`config.mk`:
```
export PLATFORM = sky130hd
export DESIGN_NAME = video_timing_ctrl
export DESIGN_NICKNAME = d
export VERILOG_FILES = /design/src/rtl/video_timing_ctrl.sv
export SDC_FILE = /design/constraint.sdc
export NUM_CORES = 1
export LEC_CHECK = 0
export ABC_AREA = 1
export CORE_MARGIN = 3
export CORE_UTILIZATION = 54
export DETAILED_ROUTE_END_ITERATION = 8
export PLACE_DENSITY = 0.87
export SETUP_SLACK_MARGIN = 0.3
export SYNTH_ARGS = -nofsm -noshare
export SYNTH_HDL_FRONTEND = slang
export SYNTH_SLANG_ARGS = --single-unit
```
`constraint.sdc`:
```
create_clock -name clk_i -period 2.2 [get_ports clk_i]
set_input_delay 0.55 -clock clk_i [delete_from_list [all_inputs] [get_ports clk_i]]
set_output_delay 0.55 -clock clk_i [all_outputs]
set_load 0.02 [all_outputs]
```
`src/rtl/video_timing_ctrl.sv`:
```
// Pixel-clock timing generator: raster counters, fixed-latency pixel request handshake,
// and registered colour/blanking/sync outputs for the TMDS channel encoders.
module video_timing_ctrl #(
  parameter int unsigned H_ACTIVE         = 640,
  parameter int unsigned H_FP             = 16,
  parameter int unsigned H_SYNC           = 96,
  parameter int unsigned H_BP             = 48,
  parameter int unsigned V_ACTIVE         = 480,
  parameter int unsigned V_FP             = 10,
  parameter int unsigned V_SYNC           = 2,
  parameter int unsigned V_BP             = 33,
  parameter bit          SYNC_ACTIVE_HIGH = 1'b0,
  parameter logic [23:0] FILL_RGB         = 24'hFF00FF
) (
  input  logic        clk_i,
  input  logic        rst_ni,
  input  logic        enable_i,
  output logic        rgb_req_o,
  output logic [11:0] x_o,
  output logic [11:0] y_o,
  input  logic [23:0] rgb_in_i,
  input  logic        rgb_valid_i,
  output logic [7:0]  red_o,
  output logic [7:0]  green_o,
  output logic [7:0]  blue_o,
  output logic        blanking_o,
  output logic        c0_o,
  output logic        c1_o,
  output logic        frame_start_o,
  output logic        underflow_o
);

  localparam int unsigned H_TOTAL    = H_ACTIVE + H_FP + H_SYNC + H_BP;
  localparam int unsigned V_TOTAL    = V_ACTIVE + V_FP + V_SYNC + V_BP;
  localparam int unsigned HSyncStart = H_ACTIVE + H_FP;
  localparam int unsigned HSyncEnd   = HSyncStart + H_SYNC;
  localparam int unsigned VSyncStart = V_ACTIVE + V_FP;
  localparam int unsigned VSyncEnd   = VSyncStart + V_SYNC;
  localparam logic        SyncOn     = SYNC_ACTIVE_HIGH;
  localparam logic        SyncOff    = !SYNC_ACTIVE_HIGH;

  if (H_TOTAL > 4096 || V_TOTAL > 4096) begin : g_total_check
    $error("video_timing_ctrl: H_TOTAL and V_TOTAL must not exceed 4096");
  end

  // Raster counters
  logic [11:0] hcnt_q, hcnt_d;
  logic [11:0] vcnt_q, vcnt_d;

  // Request stage (cycle N)
  logic        req_q, req_d;
  logic [11:0] x_q, x_d;
  logic [11:0] y_q, y_d;
  logic        hs_q, hs_d;
  logic        vs_q, vs_d;
  logic        fs_q, fs_d;

  // Response stage (cycle N+1): carries request-side flags alongside the source response
  logic        req1_q, hs1_q, vs1_q, fs1_q;

  // Output stage (cycle N+2)
  logic [23:0] rgb_q, rgb_d;
  logic        blank_q, blank_d;
  logic        c0_q, c0_d;
  logic        c1_q, c1_d;
  logic        fso_q, fso_d;
  logic        uf_q, uf_d;

  logic in_h_active, in_v_active, in_hsync, in_vsync;

  always_comb begin
    in_h_active = 32'(hcnt_q) < H_ACTIVE;
    in_v_active = 32'(vcnt_q) < V_ACTIVE;
    in_hsync    = (32'(hcnt_q) >= HSyncStart) && (32'(hcnt_q) < HSyncEnd);
    in_vsync    = (32'(vcnt_q) >= VSyncStart) && (32'(vcnt_q) < VSyncEnd);

    // Disabled: park at the frame origin so re-enable restarts at (0,0)
    hcnt_d = '0;
    vcnt_d = '0;
    if (enable_i) begin
      if (32'(hcnt_q) == H_TOTAL - 1) begin
        hcnt_d = '0;
        vcnt_d = (32'(vcnt_q) == V_TOTAL - 1) ? '0 : vcnt_q + 12'd1;
      end else begin
        hcnt_d = hcnt_q + 12'd1;
        vcnt_d = vcnt_q;
      end
    end

    req_d = enable_i & in_h_active & in_v_active;
    x_d   = req_d ? hcnt_q : x_q;
    y_d   = req_d ? vcnt_q : y_q;
    hs_d  = enable_i & in_hsync;
    vs_d  = enable_i & in_vsync;
    fs_d  = req_d & (hcnt_q == '0) & (vcnt_q == '0);
  end

  always_comb begin
    rgb_d   = '0;
    blank_d = ~req1_q;
    c0_d    = hs1_q ? SyncOn : SyncOff;
    c1_d    = vs1_q ? SyncOn : SyncOff;
    fso_d   = fs1_q;
    if (req1_q) begin
      rgb_d = rgb_valid_i ? rgb_in_i : FILL_RGB;
    end
    // A fresh underflow on the frame's first pixel outranks the frame-start clear
    uf_d = (req1_q & ~rgb_valid_i) | (uf_q & ~fs1_q);
  end

  always_ff @(posedge clk_i or negedge rst_ni) begin
    if (!rst_ni) begin
      hcnt_q <= '0;
      vcnt_q <= '0;
      req_q  <= 1'b0;
      x_q    <= '0;
      y_q    <= '0;
      hs_q   <= 1'b0;
      vs_q   <= 1'b0;
      fs_q   <= 1'b0;
    end else begin
      hcnt_q <= hcnt_d;
      vcnt_q <= vcnt_d;
      req_q  <= req_d;
      x_q    <= x_d;
      y_q    <= y_d;
      hs_q   <= hs_d;
      vs_q   <= vs_d;
      fs_q   <= fs_d;
    end
  end

  always_ff @(posedge clk_i or negedge rst_ni) begin
    if (!rst_ni) begin
      req1_q <= 1'b0;
      hs1_q  <= 1'b0;
      vs1_q  <= 1'b0;
      fs1_q  <= 1'b0;
    end else begin
      req1_q <= req_q;
      hs1_q  <= hs_q;
      vs1_q  <= vs_q;
      fs1_q  <= fs_q;
    end
  end

  always_ff @(posedge clk_i or negedge rst_ni) begin
    if (!rst_ni) begin
      rgb_q   <= '0;
      blank_q <= 1'b1;
      c0_q    <= SyncOff;
      c1_q    <= SyncOff;
      fso_q   <= 1'b0;
      uf_q    <= 1'b0;
    end else begin
      rgb_q   <= rgb_d;
      blank_q <= blank_d;
      c0_q    <= c0_d;
      c1_q    <= c1_d;
      fso_q   <= fso_d;
      uf_q    <= uf_d;
    end
  end

  assign rgb_req_o     = req_q;
  assign x_o           = x_q;
  assign y_o           = y_q;
  assign red_o         = rgb_q[23:16];
  assign green_o       = rgb_q[15:8];
  assign blue_o        = rgb_q[7:0];
  assign blanking_o    = blank_q;
  assign c0_o          = c0_q;
  assign c1_o          = c1_q;
  assign frame_start_o = fso_q;
  assign underflow_o   = uf_q;

endmodule
```
==> impl_metrics.xml <==
<?xml version="1.0" encoding="UTF-8"?>
<metrics>
  <group name="outcome">
    <metric name="outcome" unit="">finished, final reports clean</metric>
  </group>
  <group name="worst_setup_path">
    <metric name="r2r.worst_path.cells" unit="">7</metric>
    <metric name="crit_buf_inv" unit="">1</metric>
    <metric name="setup.worst_path.end" unit="">red_o[1]</metric>
    <metric name="critical_path.startpoint" unit="">rgb_q[17]</metric>
    <metric name="rr_startpoint" unit="">hcnt_q[8]</metric>
    <metric name="critPathLaunchType" unit="">flip-flop</metric>
    <metric name="rr_endpoint" unit="">y_o[0]</metric>
    <metric name="critical-path-slowest-cell" unit="">sky130_fd_sc_hd__clkdlybuf4s50_1</metric>
    <metric name="path_cells" unit="">clkdlybuf4s50_1</metric>
    <metric name="path_max_fanout" unit="">1</metric>
    <metric name="worstPathRequired" unit="ps">1650</metric>
    <metric name="path_delay_family" unit="">buffers and inverters</metric>
    <metric name="crit_arrival" unit="ps">1350</metric>
    <metric name="worstSetupEndpointType" unit="">output port</metric>
    <metric name="crit_path_max_incr_delay" unit="ps">620</metric>
    <metric name="path_depth" unit="">1</metric>
    <metric name="worst-r2r-setup-slack" unit="ps">550</metric>
    <metric name="worstSetupPathType" unit="">reg -&gt; out</metric>
  </group>
  <group name="layout">
    <metric name="layout-area-overhead-vs-synth" unit="%">30.9</metric>
    <metric name="post_route_cell_area" unit="um2">4760</metric>
    <metric name="finish.utilization" unit="">0.741</metric>
    <metric name="insertedDiodeCount" unit="">0</metric>
    <metric name="post_route_cells_drive_above_1_share" unit="">0.0694</metric>
    <metric name="final-instance-count-excl-fill" unit="">581</metric>
    <metric name="net_count_of_the_finished_layout" unit="">531</metric>
  </group>
  <group name="clocking">
    <metric name="insertion_delay" unit="ps">360</metric>
    <metric name="path_clk_slew" unit="ps">90</metric>
    <metric name="cts_post_setup_buffers_inserted" unit="">0</metric>
    <metric name="ctsHtreeMaxLevel" unit="">3</metric>
    <metric name="cts_tree" unit="">built</metric>
    <metric name="clock-root-buffer" unit="">sky130_fd_sc_hd__clkbuf_8</metric>
    <metric name="cts_buffer_depth" unit="">2</metric>
    <metric name="numClockSinks" unit="">85</metric>
    <metric name="cts_inserted_buffers" unit="">9</metric>
  </group>
  <group name="die">
    <metric name="die_h" unit="um">88.0</metric>
    <metric name="rows" unit="">29</metric>
    <metric name="die_area" unit="um2">7750</metric>
    <metric name="initial_core_utilization" unit="">0.566</metric>
    <metric name="core_region_area" unit="um2">6420</metric>
    <metric name="die_w" unit="um">88.0</metric>
    <metric name="ios" unit="">82</metric>
  </group>
  <group name="route">
    <metric name="wl" unit="um">9500</metric>
    <metric name="via_count" unit="">3140</metric>
    <metric name="route.antenna.remaining_nets" unit="">0</metric>
    <metric name="final_routed_drc_violation_total" unit="">0</metric>
    <metric name="drt_iter0_drc" unit="">232</metric>
    <metric name="per_cell_routed_wire_length" unit="um">16.4</metric>
    <metric name="detailedRoute.firstPassIterationCount" unit="">4</metric>
    <metric name="vias_per_cell" unit="">5.40</metric>
  </group>
  <group name="place">
    <metric name="place_congestion" unit="">0.866</metric>
    <metric name="dpl_cell_area" unit="um2">4490</metric>
    <metric name="placedCellCount" unit="">565</metric>
    <metric name="port_buffers" unit="">81</metric>
    <metric name="place_hpwl" unit="um">6040</metric>
  </group>
  <group name="global_routing">
    <metric name="grt_pass1_vias" unit="">2926</metric>
    <metric name="grt.met1_usage" unit="">0.299</metric>
    <metric name="antenna_found_initial" unit="">0</metric>
    <metric name="grt_first_pass_wirelength" unit="um">13900</metric>
    <metric name="groute.layer.met2.usage" unit="">0.383</metric>
    <metric name="track_usage" unit="">0.233</metric>
    <metric name="groute.layer.met3.usage" unit="">0.0649</metric>
    <metric name="grt_max_degree" unit="">68</metric>
    <metric name="grt-ovfl-total" unit="">0</metric>
    <metric name="grt.busiest_layer" unit="">met2</metric>
  </group>
  <group name="synth">
    <metric name="synth.net_count" unit="">449</metric>
    <metric name="synthAdderAreaFrac" unit="">0.0138</metric>
    <metric name="synth_xor_xnor_area_share" unit="">0.0120</metric>
    <metric name="netlist_instances" unit="">417</metric>
    <metric name="ys_ff_latch" unit="">85</metric>
    <metric name="synth_warnings" unit="">0</metric>
    <metric name="dominant_combinational_cell_family_by_area_after_synthesis" unit="">simple AND/OR/NAND/NOR gates</metric>
    <metric name="syn_area_per_cell" unit="um2">8.72</metric>
    <metric name="simple_gate_share_of_the_synthesized_area" unit="">0.276</metric>
    <metric name="synth-compound-area-share" unit="">0.0327</metric>
    <metric name="synth_mux_area_frac" unit="">0</metric>
    <metric name="synth.lib_cells_used.distinct" unit="">31</metric>
    <metric name="cell_area_after_synthesis" unit="um2">3630</metric>
    <metric name="synth.yosys.seq_area_share" unit="">0.586</metric>
  </group>
  <group name="worst_hold_path">
    <metric name="worst_hold_path_type" unit="">in -&gt; async</metric>
  </group>
  <group name="run">
    <metric name="drv.max_cap_violation_count" unit="">0</metric>
  </group>
  <group name="timing">
    <metric name="clock_skew" unit="ps">9.97</metric>
    <metric name="rsz0062_at_grt" unit="">false</metric>
    <metric name="final-max-slew-violation-count" unit="">0</metric>
    <metric name="finalWorstPathRequiredPeriod" unit="ps">1900</metric>
    <metric name="fin_crit_sh" unit="">0.861</metric>
    <metric name="timing.final.hold_violations" unit="">0</metric>
    <metric name="fin_setup_tns" unit="ps">0</metric>
    <metric name="slew-limit-headroom" unit="">0.635</metric>
    <metric name="timing.fmax" unit="MHz">528</metric>
    <metric name="tightest_slew" unit="ps">547</metric>
    <metric name="setup-violations-final" unit="">0</metric>
  </group>
  <group name="pwr">
    <metric name="pwr_density_cell" unit="nW/um2">670</metric>
    <metric name="cellLeakagePower" unit="nW">2.76</metric>
    <metric name="power.ir.vdd_worst" unit="mV">0.387</metric>
  </group>
</metrics>
## cell type report
| class | instances | area [um2] |
|---|---|---|
| Tap cell | 77 | 96.3 |
| Inverter | 54 | 204 |
| Fill cell | 405 | 1660 |
| Timing Repair Buffer | 84 | 888 |
| Multi-Input combinational cell | 265 | 1210 |
| Clock buffer | 11 | 141 |
| Clock inverter | 5 | 83.8 |
| Sequential cell | 85 | 2130 |
## synthesized netlist by cell type
cell type                  number  area [um2]
sky130_fd_sc_hd__a21oi_1        1        5.00
sky130_fd_sc_hd__a31oi_1        1        6.26
sky130_fd_sc_hd__buf_2          5        25.0
sky130_fd_sc_hd__buf_4          4        30.0
sky130_fd_sc_hd__buf_6          2        22.5
sky130_fd_sc_hd__clkbuf_1       2        7.51
sky130_fd_sc_hd__clkinv_1       1        3.75
sky130_fd_sc_hd__clkinv_2       1        5.00
sky130_fd_sc_hd__dfrtp_1       82        2050
sky130_fd_sc_hd__dfstp_2        3        78.8
sky130_fd_sc_hd__ha_1           4        50.1
sky130_fd_sc_hd__inv_1         50         188
sky130_fd_sc_hd__inv_2          2        7.51
sky130_fd_sc_hd__nand2_1      136         510
sky130_fd_sc_hd__nand2_2        2        12.5
sky130_fd_sc_hd__nand3_1       17        85.1
sky130_fd_sc_hd__nand3_2        2        20.0
sky130_fd_sc_hd__nand3b_1       1        7.51
sky130_fd_sc_hd__nand3b_2       1        11.3
sky130_fd_sc_hd__nand4_1       14        87.6
sky130_fd_sc_hd__nor2_1        43         161
sky130_fd_sc_hd__nor2_2         2        12.5
sky130_fd_sc_hd__nor2_4         2        22.5
sky130_fd_sc_hd__nor3_1         9        45.0
sky130_fd_sc_hd__nor3b_1        1        7.51
sky130_fd_sc_hd__nor4_1         2        12.5
sky130_fd_sc_hd__o21ai_0        4        20.0
sky130_fd_sc_hd__o21ai_1       16        80.1
sky130_fd_sc_hd__o31ai_1        1        7.51
sky130_fd_sc_hd__or2_2          1        6.26
sky130_fd_sc_hd__xor2_1         5        43.8
## through the flow
stage / hold WS [ps] / total power, mW / setup WS, ps
2_1_floorplan: 254 / 1.79 / 777
3_3_place_gp: 334 / 1.97 / 271
3_5_place_dp: 337 / 1.98 / 158
4_1_cts: 54.0 / 3.19 / 301
5_1_grt: 56.2 / 3.30 / 275
6_report: 52.0 / 3.19 / 305
## metal layers
metal	vias up	routed length, um
li1	1460	-
met1	1490	3840
met2	162	4630
met3	28	803
met4	0	229
met5	-	0
## registers in the layout, summed over array words and instances, names as in the netlist
register	count
rgb_q	24
hcnt_q	12
vcnt_q	12
x_o	12
y_o	12
blanking_o	1
c0_o	1
c1_o	1
frame_start_o	1
fs1_q	1
fs_q	1
hs1_q	1
hs_q	1
req1_q	1
rgb_req_o	1
underflow_o	1
vs1_q	1
vs_q	1
## layout by cell type, fill, tap and decap left out, types with 3 or more instances in the layout
master and instances:
sky130_fd_sc_hd__buf_4 3, sky130_fd_sc_hd__clkbuf_8 10, sky130_fd_sc_hd__clkdlybuf4s50_1 50, sky130_fd_sc_hd__dfrtp_1 82, sky130_fd_sc_hd__dfstp_2 3, sky130_fd_sc_hd__dlygate4sd2_1 8, sky130_fd_sc_hd__dlymetal6s2s_1 22, sky130_fd_sc_hd__ha_1 4
sky130_fd_sc_hd__inv_1 50, sky130_fd_sc_hd__nand2_1 136, sky130_fd_sc_hd__nand3_1 17, sky130_fd_sc_hd__nand4_1 14, sky130_fd_sc_hd__nor2_1 43, sky130_fd_sc_hd__nor3_1 9, sky130_fd_sc_hd__o21ai_0 4, sky130_fd_sc_hd__o21ai_1 16
sky130_fd_sc_hd__xor2_1 5
## cells by family (layout without fill, tap and decap cells)
kind of cell | Yosys count | after routing
AO/OA/AOI/OAI | 23 | 23
XOR/XNOR | 5 | 5
adder cells (fa/ha/maj) | 4 | 4
buffers and inverters | 67 | 154
flip-flops | 85 | 85
AND/OR/NAND/NOR | 233 | 233
## how the worst min path moves through the flow
stage          startpoint            end  slack, ps  cells after the start
2_1_floorplan      rst_ni  frame_start_o        250                      0
3_3_place_gp         fs_q          fs1_q        330                      0
3_5_place_dp         vs_q          vs1_q        340                      0
4_1_cts            rst_ni      rgb_q[18]         50                      1
5_1_grt            rst_ni      rgb_q[18]         60                      1
6_report           rst_ni      rgb_q[18]         50                      1
## power breakdown
group / switching [mW] / total, mW / internal, mW
registers: 0.0254 / 1.64 / 1.61
logic: 0.177 / 0.313 / 0.137
clock network: 0.565 / 1.24 / 0.675
## timing repair
action | 4_1_cts | 5_1_grt
endpoints found under the setup margin | 8 | 22
gates resized for setup | 8 | 22
gates cloned | 0 | 0
hold buffers | 0 | 0
No activity file was read; power rests on OpenSTA's default activity.
